===== config.mk =====
export PLATFORM = sky130hd
export DESIGN_NAME = multicycle_ctrl_flat
export DESIGN_NICKNAME = d
export VERILOG_FILES = /design/src/rtl/multicycle_ctrl_if.sv /design/src/rtl/multicycle_ctrl.sv /design/src/flat_wrapper.sv
export SDC_FILE = /design/constraint.sdc
export NUM_CORES = 1
export LEC_CHECK = 0
export CAP_MARGIN = 30
export CORE_ASPECT_RATIO = 1.1
export CORE_MARGIN = 2
export CORE_UTILIZATION = 30
export CTS_CLUSTER_DIAMETER = 60
export DETAILED_ROUTE_END_ITERATION = 6
export DONT_BUFFER_PORTS = 1
export GPL_TIMING_DRIVEN = 0
export PLACE_DENSITY_LB_ADDON = 0.08
export SLEW_MARGIN = 20
export SYNTH_ARGS = -nofsm -noshare
export SYNTH_HDL_FRONTEND = slang
export SYNTH_SLANG_ARGS = --single-unit
export TNS_END_PERCENT = 30

===== constraint.sdc =====
create_clock -name clk -period 1.45 [get_ports clk]
set_input_delay 0.29 -clock clk [delete_from_list [all_inputs] [get_ports clk]]
set_output_delay 0.29 -clock clk [all_outputs]
set_load 0.01 [all_outputs]

===== src/rtl/multicycle_ctrl_if.sv =====
// Control bundle between the multicycle datapath and its controller.
// The datapath (master) supplies instruction fields and flags; the controller (slave) returns enables and selects.
interface multicycle_ctrl_if;
  logic [6:0] op;
  logic [2:0] funct3;
  logic       zero;
  logic       pc_write;
  logic       adr_src;
  logic       mem_write;
  logic       ir_write;
  logic       reg_write;
  logic [1:0] result_src;
  logic [1:0] alu_src_a;
  logic [1:0] alu_src_b;
  logic [1:0] alu_op;
  logic [1:0] imm_src;
  logic       illegal;

  modport master (
    output op, funct3, zero,
    input  pc_write, adr_src, mem_write, ir_write, reg_write,
           result_src, alu_src_a, alu_src_b, alu_op, imm_src, illegal
  );

  modport slave (
    input  op, funct3, zero,
    output pc_write, adr_src, mem_write, ir_write, reg_write,
           result_src, alu_src_a, alu_src_b, alu_op, imm_src, illegal
  );
endinterface


===== src/rtl/multicycle_ctrl.sv =====
// Main FSM of a multicycle RV32I-subset core: sequences fetch, decode, memory,
// ALU, branch and jal steps and drives every datapath enable and mux select.
module multicycle_ctrl #(
  parameter bit HALT_ON_ILLEGAL = 1'b1
) (
  input  logic               clk,
  input  logic               reset,
  multicycle_ctrl_if.slave   ctrl
);

  localparam logic [6:0] OP_LW   = 7'b0000011;
  localparam logic [6:0] OP_SW   = 7'b0100011;
  localparam logic [6:0] OP_R    = 7'b0110011;
  localparam logic [6:0] OP_I    = 7'b0010011;
  localparam logic [6:0] OP_BR   = 7'b1100011;
  localparam logic [6:0] OP_JAL  = 7'b1101111;

  typedef enum logic [3:0] {
    S_FETCH, S_DECODE, S_MEMADR, S_MEMREAD, S_MEMWB, S_MEMWRITE,
    S_EXECR, S_EXECI, S_ALUWB, S_BRANCH, S_JAL, S_ILLEGAL
  } state_t;

  state_t r_state;
  state_t w_next;

  // NOTE: sequential state uses non-blocking assignment so every flop samples
  // the pre-edge values; reset is synchronous, so it lives inside the clocked branch.
  always_ff @(posedge clk) begin
    if (reset) r_state <= S_FETCH;
    else       r_state <= w_next;
  end

  always_comb begin
    // NOTE: every output gets a default before the case so no path leaves a
    // signal unassigned, which would otherwise infer a latch.
    w_next          = r_state;
    ctrl.pc_write   = 1'b0;
    ctrl.adr_src    = 1'b0;
    ctrl.mem_write  = 1'b0;
    ctrl.ir_write   = 1'b0;
    ctrl.reg_write  = 1'b0;
    ctrl.result_src = 2'b00;
    ctrl.alu_src_a  = 2'b00;
    ctrl.alu_src_b  = 2'b00;
    ctrl.alu_op     = 2'b00;
    ctrl.imm_src    = 2'b00;
    ctrl.illegal    = 1'b0;

    case (r_state)
      S_FETCH:    w_next = S_DECODE;
      S_DECODE: begin
        case (ctrl.op)
          OP_LW, OP_SW: w_next = S_MEMADR;
          OP_R:         w_next = S_EXECR;
          OP_I:         w_next = S_EXECI;
          OP_BR:        w_next = S_BRANCH;
          OP_JAL:       w_next = S_JAL;
          default:      w_next = HALT_ON_ILLEGAL ? S_ILLEGAL : S_FETCH;
        endcase
      end
      S_MEMADR:   w_next = (ctrl.op == OP_SW) ? S_MEMWRITE : S_MEMREAD;
      S_MEMREAD:  w_next = S_MEMWB;
      S_EXECR,
      S_EXECI,
      S_JAL:      w_next = S_ALUWB;
      S_ILLEGAL:  w_next = S_ILLEGAL;
      default:    w_next = S_FETCH;
    endcase

    // Reset is synchronous, so outputs are gated here to stay quiet during the
    // reset cycle even while the register still holds a mid-instruction state.
    if (!reset) begin
      case (ctrl.op)
        OP_SW:   ctrl.imm_src = 2'b01;
        OP_BR:   ctrl.imm_src = 2'b10;
        OP_JAL:  ctrl.imm_src = 2'b11;
        default: ctrl.imm_src = 2'b00;
      endcase

      case (r_state)
        S_FETCH: begin
          ctrl.ir_write   = 1'b1;
          ctrl.alu_src_b  = 2'b10;
          ctrl.result_src = 2'b10;
          ctrl.pc_write   = 1'b1;
        end
        S_DECODE: begin
          ctrl.alu_src_a = 2'b01;
          ctrl.alu_src_b = 2'b01;
        end
        S_MEMADR: begin
          ctrl.alu_src_a = 2'b10;
          ctrl.alu_src_b = 2'b01;
        end
        S_MEMREAD:  ctrl.adr_src = 1'b1;
        S_MEMWB: begin
          ctrl.result_src = 2'b01;
          ctrl.reg_write  = 1'b1;
        end
        S_MEMWRITE: begin
          ctrl.adr_src   = 1'b1;
          ctrl.mem_write = 1'b1;
        end
        S_EXECR: begin
          ctrl.alu_src_a = 2'b10;
          ctrl.alu_op    = 2'b10;
        end
        S_EXECI: begin
          ctrl.alu_src_a = 2'b10;
          ctrl.alu_src_b = 2'b01;
          ctrl.alu_op    = 2'b10;
        end
        S_ALUWB:    ctrl.reg_write = 1'b1;
        S_BRANCH: begin
          // funct3[0] turns beq into bne by inverting the zero test.
          ctrl.alu_src_a = 2'b10;
          ctrl.alu_op    = 2'b01;
          ctrl.pc_write  = ctrl.zero ^ ctrl.funct3[0];
        end
        S_JAL: begin
          ctrl.alu_src_a = 2'b01;
          ctrl.alu_src_b = 2'b10;
          ctrl.pc_write  = 1'b1;
        end
        S_ILLEGAL:  ctrl.illegal = 1'b1;
        default: ;
      endcase
    end
  end

endmodule


===== src/flat_wrapper.sv =====
// flat-port wrapper written by rule: the top's interface ports become plain ports
module multicycle_ctrl_flat 
#(
  parameter bit HALT_ON_ILLEGAL = 1'b1
)
  (clk, reset, ctrl_op, ctrl_funct3, ctrl_zero, ctrl_pc_write, ctrl_adr_src, ctrl_mem_write, ctrl_ir_write, ctrl_reg_write, ctrl_result_src, ctrl_alu_src_a, ctrl_alu_src_b, ctrl_alu_op, ctrl_imm_src, ctrl_illegal);
  multicycle_ctrl_if ctrl_i ();
  input  logic clk;
  input  logic reset;
  input wire logic [$bits(ctrl_i.op)-1:0] ctrl_op;
  input wire logic [$bits(ctrl_i.funct3)-1:0] ctrl_funct3;
  input wire logic [$bits(ctrl_i.zero)-1:0] ctrl_zero;
  output wire logic [$bits(ctrl_i.pc_write)-1:0] ctrl_pc_write;
  output wire logic [$bits(ctrl_i.adr_src)-1:0] ctrl_adr_src;
  output wire logic [$bits(ctrl_i.mem_write)-1:0] ctrl_mem_write;
  output wire logic [$bits(ctrl_i.ir_write)-1:0] ctrl_ir_write;
  output wire logic [$bits(ctrl_i.reg_write)-1:0] ctrl_reg_write;
  output wire logic [$bits(ctrl_i.result_src)-1:0] ctrl_result_src;
  output wire logic [$bits(ctrl_i.alu_src_a)-1:0] ctrl_alu_src_a;
  output wire logic [$bits(ctrl_i.alu_src_b)-1:0] ctrl_alu_src_b;
  output wire logic [$bits(ctrl_i.alu_op)-1:0] ctrl_alu_op;
  output wire logic [$bits(ctrl_i.imm_src)-1:0] ctrl_imm_src;
  output wire logic [$bits(ctrl_i.illegal)-1:0] ctrl_illegal;
  assign ctrl_i.op = ctrl_op;
  assign ctrl_i.funct3 = ctrl_funct3;
  assign ctrl_i.zero = ctrl_zero;
  assign ctrl_pc_write = ctrl_i.pc_write;
  assign ctrl_adr_src = ctrl_i.adr_src;
  assign ctrl_mem_write = ctrl_i.mem_write;
  assign ctrl_ir_write = ctrl_i.ir_write;
  assign ctrl_reg_write = ctrl_i.reg_write;
  assign ctrl_result_src = ctrl_i.result_src;
  assign ctrl_alu_src_a = ctrl_i.alu_src_a;
  assign ctrl_alu_src_b = ctrl_i.alu_src_b;
  assign ctrl_alu_op = ctrl_i.alu_op;
  assign ctrl_imm_src = ctrl_i.imm_src;
  assign ctrl_illegal = ctrl_i.illegal;
  multicycle_ctrl #(.HALT_ON_ILLEGAL(HALT_ON_ILLEGAL)) u_core (.clk(clk), .reset(reset), .ctrl(ctrl_i));
endmodule

==> results of run 1 <==
[cell type report]
cell class / instances / area (sq um)
plain buffers: 5 / 46.3
clock buffers: 3 / 22.5
fillers: 173 / 773
inverters: 1 / 3.75
multi-input cells: 64 / 495
flip-flops and latches: 4 / 90.1
well taps: 17 / 21.3
repair buffers: 11 / 86.3
[per-stage QoR]
step / instances / hold slack, ns
final: 105 / 0.247
after global placement: 92 / 0.508
after global routing: 105 / 0.248
after floorplan: 75 / 0.484
after CTS: 105 / 0.240
after detailed placement: 92 / 0.508
[per-layer routing]
metal | GRT usage, % | up-vias | share of wire (%)
met1 | 17.6 | 276 | 45
met5 | 0 | - | 0
li1 | - | 296 | -
met4 | 0 | 0 | 0
met3 | 5.88 | 0 | 8.1
met2 | 28.6 | 27 | 47
[cells in the final DEF, fill, tap and decap left out, drive strengths merged, types with 3 or more instances in the layout]
cell,instances
a21oi,7
buf,15
clkbuf,4
dfxtp,4
nand2,7
nand3,3
nor2,10
nor3,10
[power groups by stage]
stage | registers [uW] | logic [uW] | clock network, uW
after floorplan | 189 | 501 | 0
after global placement | 206 | 604 | 0
after detailed placement | 204 | 601 | 0
after CTS | 244 | 955 | 143
after global routing | 255 | 1040 | 153
final | 248 | 973 | 134
[cell families (layout without fill, tap and decap cells)]
group,Yosys count,in the layout,share of synthesized area (%)
simple gates,48,48,54.1
xor+xnor,4,4,7.18
compound gates,12,12,15.4
buf+inv,7,20,6.92
flops,4,4,16.4
[worst paths after layout]
path                     startpoint            endpoint  slack, ns  cells after the start
setup / recovery  u_core.r_state[3]  ctrl_result_src[1]      -0.12                      3
hold / removal           ctrl_op[4]   u_core.r_state[2]       0.25                      2
setup reg to reg  u_core.r_state[3]   u_core.r_state[0]       0.14                      5
hold reg to reg   u_core.r_state[3]   u_core.r_state[3]       0.58                      2
[repair_timing]
action | in CTS | in global routing
gates resized for setup | 34 | 7
setup buffers | 11 | 0
endpoints found under the setup margin | 15 | 15
pin swaps | 5 | 3
==> impl_metrics.prom, run 1 <==
# TYPE chip_impl_metric gauge
chip_impl_metric{name="wirelength",unit="um"} 1510
chip_impl_metric{name="detailedRoute.firstPassIterationCount",unit=""} 4
chip_impl_metric{name="first_global_vias",unit=""} 551
chip_impl_metric{name="wire_length_of_the_first_global_routing_pass",unit="um"} 2280
chip_impl_metric{name="global_route.usage.total",unit="%"} 15.3
chip_impl_metric{name="cap_violations",unit=""} 0
chip_impl_metric{name="finalHoldViolations",unit=""} 0
chip_impl_metric{name="netlist_instances",unit=""} 75
chip_impl_metric{name="port-buffer-count",unit=""} 0
chip_impl_metric{name="vias_per_cell",unit=""} 5.70
chip_impl_metric{name="share_of_final_layout_standard_cells_stronger_than_drive_strength_1",unit="%"} 51.1
chip_impl_info{name="failed_checks",value="setup timing"} 1
chip_impl_info{name="primary_ff_master_synth",value="sky130_fd_sc_hd__dfxtp_1"} 1
chip_impl_metric{name="seqPwrFrac",unit="%"} 18.3
chip_impl_metric{name="postLayoutSetupSlackWorst",unit="ns"} -0.120
chip_impl_metric{name="yosys.area.top_type_share",unit="%"} 16.4
chip_impl_info{name="top_regs",value="u_core.r_state (4)"} 1
chip_impl_info{name="cp_top_family",value="simple AND/OR/NAND/NOR gates"} 1
chip_impl_metric{name="path_max_fanout",unit=""} 4
chip_impl_metric{name="route.detailed.drc",unit=""} 0
chip_impl_metric{name="grt_start_max_net_pins",unit=""} 11
chip_impl_metric{name="finalPower",unit="uW"} 1360
chip_impl_metric{name="clock_sink_count",unit=""} 4
chip_impl_metric{name="min_period_over_period",unit="%"} 108
chip_impl_metric{name="power_density",unit="mW/mm^2"} 1770
chip_impl_metric{name="postLayoutCoreUtil",unit="%"} 49.8
chip_impl_metric{name="fin_nets",unit=""} 103
chip_impl_info{name="clockRootBuffer",value="sky130_fd_sc_hd__clkbuf_4"} 1
chip_impl_info{name="run_status",value="finished, violations left"} 1
chip_impl_metric{name="worst_pin_slew",unit="ns"} 0.353
chip_impl_metric{name="slowest_delay",unit="ns"} 0.38
chip_impl_info{name="netlist.top_cell.by_area",value="sky130_fd_sc_hd__dfxtp_1"} 1
chip_impl_metric{name="grt_antenna_before_repair",unit=""} 0
chip_impl_metric{name="achievable-frequency",unit="GHz"} 0.637
chip_impl_metric{name="number_of_antenna_repair_diodes",unit=""} 0
chip_impl_info{name="worst_setup_path_category",value="reg -> out"} 1
chip_impl_metric{name="routedWlPerCell",unit="um"} 14.4
chip_impl_info{name="synth_most_common_cell",value="sky130_fd_sc_hd__nor3_1"} 1
chip_impl_metric{name="die_w",unit="um"} 42.5
chip_impl_info{name="cts_tree",value="built"} 1
chip_impl_metric{name="routed_antenna_nets",unit=""} 0
chip_impl_metric{name="mappedNetlistArea",unit="sq um"} 488
chip_impl_info{name="critical_path.cell_chain",value="or3_4, nor3_4, buf_6"} 1
chip_impl_metric{name="net-switching-power",unit="uW"} 628
chip_impl_metric{name="syn_area_per_cell",unit="sq um"} 6.51
chip_impl_metric{name="dp_slack",unit="ns"} -0.280
chip_impl_metric{name="hpwlAfterDp",unit="um"} 1050
chip_impl_metric{name="synth.ff_latch_count",unit=""} 4
chip_impl_metric{name="globalRouteOverflowTotal",unit=""} 0
chip_impl_metric{name="timing.setup.tns",unit="ns"} -0.394
chip_impl_metric{name="top_level_ports",unit=""} 29
chip_impl_metric{name="std_cell_rows",unit=""} 15
chip_impl_metric{name="number_of_clock_buffers_inserted_by_tritoncts",unit=""} 3
chip_impl_metric{name="required",unit="ns"} 1.16
chip_impl_metric{name="comb_power_share",unit="%"} 71.8
chip_impl_metric{name="fp.dieArea",unit="sq mm"} 0.00197
chip_impl_metric{name="cts-htree-levels",unit=""} 1
chip_impl_metric{name="die_y",unit="um"} 46.3
chip_impl_metric{name="core_area",unit="sq mm"} 0.00154
chip_impl_info{name="post_synth_most_frequent_cells",value="10 x sky130_fd_sc_hd__nor3_1, 9 x sky130_fd_sc_hd__nor2_1, 7 x sky130_fd_sc_hd__a21oi_1, 7 x sky130_fd_sc_hd__nand2_1, 4 x sky130_fd_sc_hd__dfxtp_1"} 1
chip_impl_metric{name="postSynthNetCount",unit=""} 88
chip_impl_metric{name="max-vdd-ir-drop",unit="mV"} 0.575
chip_impl_metric{name="place_area",unit="sq um"} 514
chip_impl_metric{name="leakagePower",unit="uW"} 0.000281
chip_impl_metric{name="cts-root-to-sink-buffers",unit=""} 2
chip_impl_metric{name="worst_ep_arrival_time",unit="ns"} 1.28
chip_impl_metric{name="largest_register_ff_count",unit=""} 4
chip_impl_metric{name="total_vias_in_the_final_route",unit=""} 599
chip_impl_metric{name="netlist-cell-type-count",unit=""} 31
chip_impl_metric{name="swShare",unit="%"} 46.4
chip_impl_metric{name="fin_worst_skew",unit="ns"} 0.00274
chip_impl_info{name="critical_path.endpoint_type",value="output port"} 1
chip_impl_metric{name="setup-violations-final",unit=""} 7
chip_impl_metric{name="final_critical_path_required_period",unit="ns"} 1.57
chip_impl_info{name="cp_slowest_cell",value="sky130_fd_sc_hd__or3_4"} 1
chip_impl_metric{name="timing.critical_path.buf_inv",unit=""} 1
chip_impl_metric{name="internal-power",unit="uW"} 727
chip_impl_metric{name="postLayoutCellArea",unit="sq um"} 766
chip_impl_metric{name="area.growth.synth_to_final",unit="%"} 56.9
chip_impl_metric{name="seq_area_frac_synth",unit="%"} 16.4
chip_impl_metric{name="clock_slew_at_reported_path_ffs",unit="ns"} 0.04
chip_impl_metric{name="postCtsHoldBufs",unit=""} 0
chip_impl_info{name="rsz0062_at_grt",value="true"} 1
chip_impl_metric{name="max_slew_margin",unit="%"} 76.3
chip_impl_metric{name="synth-async-reset-ratio",unit="%"} 0
chip_impl_metric{name="drt-initial-drc-count",unit=""} 9
chip_impl_info{name="hold_path_class",value="in -> reg"} 1
chip_impl_metric{name="clkPwrFrac",unit="%"} 9.9
chip_impl_info{name="synth_area_leaders",value="sky130_fd_sc_hd__dfxtp_1 16%, sky130_fd_sc_hd__nor3_1 10%, sky130_fd_sc_hd__a21oi_1 7.2%"} 1
chip_impl_metric{name="globalplace.congestion",unit=""} 0.759
chip_impl_metric{name="initial_core_util",unit="%"} 31.7
chip_impl_info{name="largest_register",value="u_core.r_state"} 1
chip_impl_metric{name="yosys_warnings",unit=""} 0
chip_impl_metric{name="number_of_enable_flip_flop_cells_after_synthesis",unit=""} 0
chip_impl_metric{name="worst_skew_pair.late_latency",unit="ns"} 0.23
chip_impl_metric{name="drv_slew",unit=""} 0
chip_impl_info{name="start_kind",value="flip-flop"} 1
Power figures use the tool's default switching activity.
==> run 2: changes to the inputs <==
--- a/config.mk
+++ b/config.mk
@@ -15,3 +15,3 @@
 export GPL_TIMING_DRIVEN = 0
-export PLACE_DENSITY_LB_ADDON = 0.08
+export PLACE_DENSITY = 0.45
 export SLEW_MARGIN = 20
--- a/constraint.sdc
+++ b/constraint.sdc
@@ -3,2 +3,2 @@
 set_output_delay 0.29 -clock clk [all_outputs]
-set_load 0.01 [all_outputs]
+set_load 0.005 [all_outputs]
==> run 2 against run 1 <==
The run still ends with setup timing left. Via count increased by 1.0%. Fmax grew 3.7%. Combinational power fell by 9.9%. Largest cell class unchanged. Highest routed layer unchanged.
==> impl_metrics.prom, run 2 (same netlist as run 1, synthesis figures left out) <==
# TYPE chip_impl_metric gauge
chip_impl_info{name="run_status",value="finished, violations left"} 1
chip_impl_info{name="failed_checks",value="setup timing"} 1
chip_impl_metric{name="worst_skew_pair.late_latency",unit="ns"} 0.23
chip_impl_metric{name="worstRegToRegCells",unit=""} 4
chip_impl_metric{name="first_global_vias",unit=""} 548
chip_impl_metric{name="vias_per_cell",unit=""} 5.87
chip_impl_info{name="reg2reg_to",value="u_core.r_state[0]"} 1
chip_impl_metric{name="leakagePower",unit="uW"} 0.000263
chip_impl_metric{name="clock_sink_count",unit=""} 4
chip_impl_metric{name="required",unit="ns"} 1.16
chip_impl_metric{name="finalPower",unit="uW"} 1270
chip_impl_metric{name="fin_worst_skew",unit="ns"} 0.00484
chip_impl_metric{name="max_slew_margin",unit="%"} 60.7
chip_impl_metric{name="achievable-frequency",unit="GHz"} 0.661
chip_impl_metric{name="max-vdd-ir-drop",unit="mV"} 0.710
chip_impl_metric{name="dp_slack",unit="ns"} -0.103
chip_impl_info{name="r2r_start",value="u_core.r_state[3]"} 1
chip_impl_info{name="clockRootBuffer",value="sky130_fd_sc_hd__clkbuf_4"} 1
chip_impl_metric{name="largest_register_ff_count",unit=""} 4
chip_impl_metric{name="hold_slack",unit="ns"} 0.246
chip_impl_metric{name="final_critical_path_required_period",unit="ns"} 1.51
chip_impl_info{name="cp-endpoint",value="ctrl_result_src[1]"} 1
chip_impl_metric{name="globalplace.congestion",unit=""} 0.763
chip_impl_metric{name="number_of_clock_buffers_inserted_by_tritoncts",unit=""} 3
chip_impl_metric{name="share_of_final_layout_standard_cells_stronger_than_drive_strength_1",unit="%"} 46.5
chip_impl_info{name="hold_path_class",value="in -> reg"} 1
chip_impl_metric{name="path_max_fanout",unit=""} 4
chip_impl_metric{name="core_area",unit="sq mm"} 0.00154
chip_impl_metric{name="drt-initial-drc-count",unit=""} 11
chip_impl_metric{name="total_vias_in_the_final_route",unit=""} 605
chip_impl_metric{name="route.detailed.drc",unit=""} 0
chip_impl_info{name="top_regs",value="u_core.r_state (4)"} 1
chip_impl_metric{name="min_period_over_period",unit="%"} 104
chip_impl_metric{name="setup-violations-final",unit=""} 3
chip_impl_metric{name="timing.setup.tns",unit="ns"} -0.111
chip_impl_metric{name="worst_pin_slew",unit="ns"} 0.590
chip_impl_metric{name="routed_antenna_nets",unit=""} 0
chip_impl_metric{name="clock_slew_at_reported_path_ffs",unit="ns"} 0.04
chip_impl_metric{name="place_area",unit="sq um"} 514
chip_impl_metric{name="ff2ff_setup_slack",unit="ns"} 0.19
chip_impl_metric{name="fin_nets",unit=""} 101
chip_impl_metric{name="routedWlPerCell",unit="um"} 14.6
chip_impl_info{name="largest_register",value="u_core.r_state"} 1
chip_impl_info{name="critical_path.endpoint_type",value="output port"} 1
chip_impl_metric{name="postLayoutCellArea",unit="sq um"} 721
chip_impl_metric{name="global_route.usage.total",unit="%"} 15.7
chip_impl_info{name="cts_tree",value="built"} 1
chip_impl_metric{name="drv_slew",unit=""} 0
chip_impl_info{name="rsz0062_at_grt",value="true"} 1
chip_impl_metric{name="cts-root-to-sink-buffers",unit=""} 2
chip_impl_metric{name="port-buffer-count",unit=""} 0
chip_impl_metric{name="fp.dieArea",unit="sq mm"} 0.00197
chip_impl_info{name="most_common_cell_after_layout_fill_and_taps_aside",value="sky130_fd_sc_hd__buf_4"} 1
chip_impl_metric{name="power_density",unit="mW/mm^2"} 1770
chip_impl_info{name="crit_path_start",value="u_core.r_state[3]"} 1
chip_impl_metric{name="initial_core_util",unit="%"} 31.7
chip_impl_metric{name="wire_length_of_the_first_global_routing_pass",unit="um"} 2320
chip_impl_metric{name="hpwlAfterDp",unit="um"} 1040
chip_impl_metric{name="globalRouteOverflowTotal",unit=""} 0
chip_impl_info{name="layout_common_cells",value="9 x sky130_fd_sc_hd__buf_4, 7 x sky130_fd_sc_hd__nand2_1, 6 x sky130_fd_sc_hd__nor2_1"} 1
chip_impl_metric{name="finalHoldViolations",unit=""} 0
chip_impl_metric{name="std_cell_rows",unit=""} 15
chip_impl_metric{name="number_of_antenna_repair_diodes",unit=""} 0
chip_impl_metric{name="detailedRoute.firstPassIterationCount",unit=""} 4
chip_impl_metric{name="die_y",unit="um"} 46.3
chip_impl_metric{name="postCtsHoldBufs",unit=""} 0
chip_impl_metric{name="top_level_ports",unit=""} 29
chip_impl_metric{name="cap_violations",unit=""} 0
chip_impl_metric{name="postLayoutSetupSlackWorst",unit="ns"} -0.0639
chip_impl_metric{name="die_w",unit="um"} 42.5
chip_impl_metric{name="cts-htree-levels",unit=""} 1
chip_impl_metric{name="grt_antenna_before_repair",unit=""} 0
chip_impl_metric{name="area.growth.synth_to_final",unit="%"} 47.7
chip_impl_info{name="start_kind",value="flip-flop"} 1
chip_impl_metric{name="worst_ep_arrival_time",unit="ns"} 1.22
chip_impl_info{name="worst_setup_path_category",value="reg -> out"} 1
chip_impl_metric{name="grt_start_max_net_pins",unit=""} 11
chip_impl_metric{name="wirelength",unit="um"} 1500
==> run 2: timing repair <==
action,4_1_cts,5_1_grt
resized for setup,27,7
setup endpoints to repair,11,13
setup buffers,9,0
pin swaps,4,2
==> run 2: final cells by class <==
class,count,area (sq um)
repair buffers,9,71.3
clock buffers,3,22.5
multi-input cells,64,464
fillers,161,818
flip-flops and latches,4,92.6
plain buffers,5,45.0
well taps,17,21.3
inverters,1,3.75
==> run 2: through the flow <==
step,util (%),cells
after global placement,33.4,92
final,46.8,103
after CTS,45.4,103
after floorplan,-,75
after detailed placement,33.4,92
after global routing,46.8,103
==> run 2: worst min path at each step <==
stage	startpoint	endpoint	slack [ns]	cells after the start
CTS	ctrl_op[4]	u_core.r_state[2]	0.24	2
global route	ctrl_op[4]	u_core.r_state[2]	0.25	2
finish	ctrl_op[4]	u_core.r_state[2]	0.25	2
floorplan	ctrl_op[4]	u_core.r_state[2]	0.48	2
detailed placement	ctrl_op[4]	u_core.r_state[2]	0.51	2
global placement	ctrl_op[4]	u_core.r_state[2]	0.51	2
==> run 2: worst max-delay path, stage by stage, from the launching register on <==
cell and delay, ns:
sky130_fd_sc_hd__dfxtp_2 0.33, sky130_fd_sc_hd__or3_4 0.38, sky130_fd_sc_hd__nor3_4 0.14, sky130_fd_sc_hd__buf_4 0.14
==> run 2: power by group <==
part,leakage (uW),switching (uW),internal [uW]
combinational,0.000214,432,445
clock,0.0000138,43.5,92.4
sequential,0.0000353,86.1,174
total,0.000263,562,711
==> run 2: metal layers <==
layer / vias up / share of wire, % / global-route usage [%]
li1: 293 / - / -
met1: 282 / 40 / 17.7
met2: 30 / 51 / 28.9
met3: 0 / 9.3 / 7.45
met4: 0 / 0 / 0
met5: - / 0 / 0
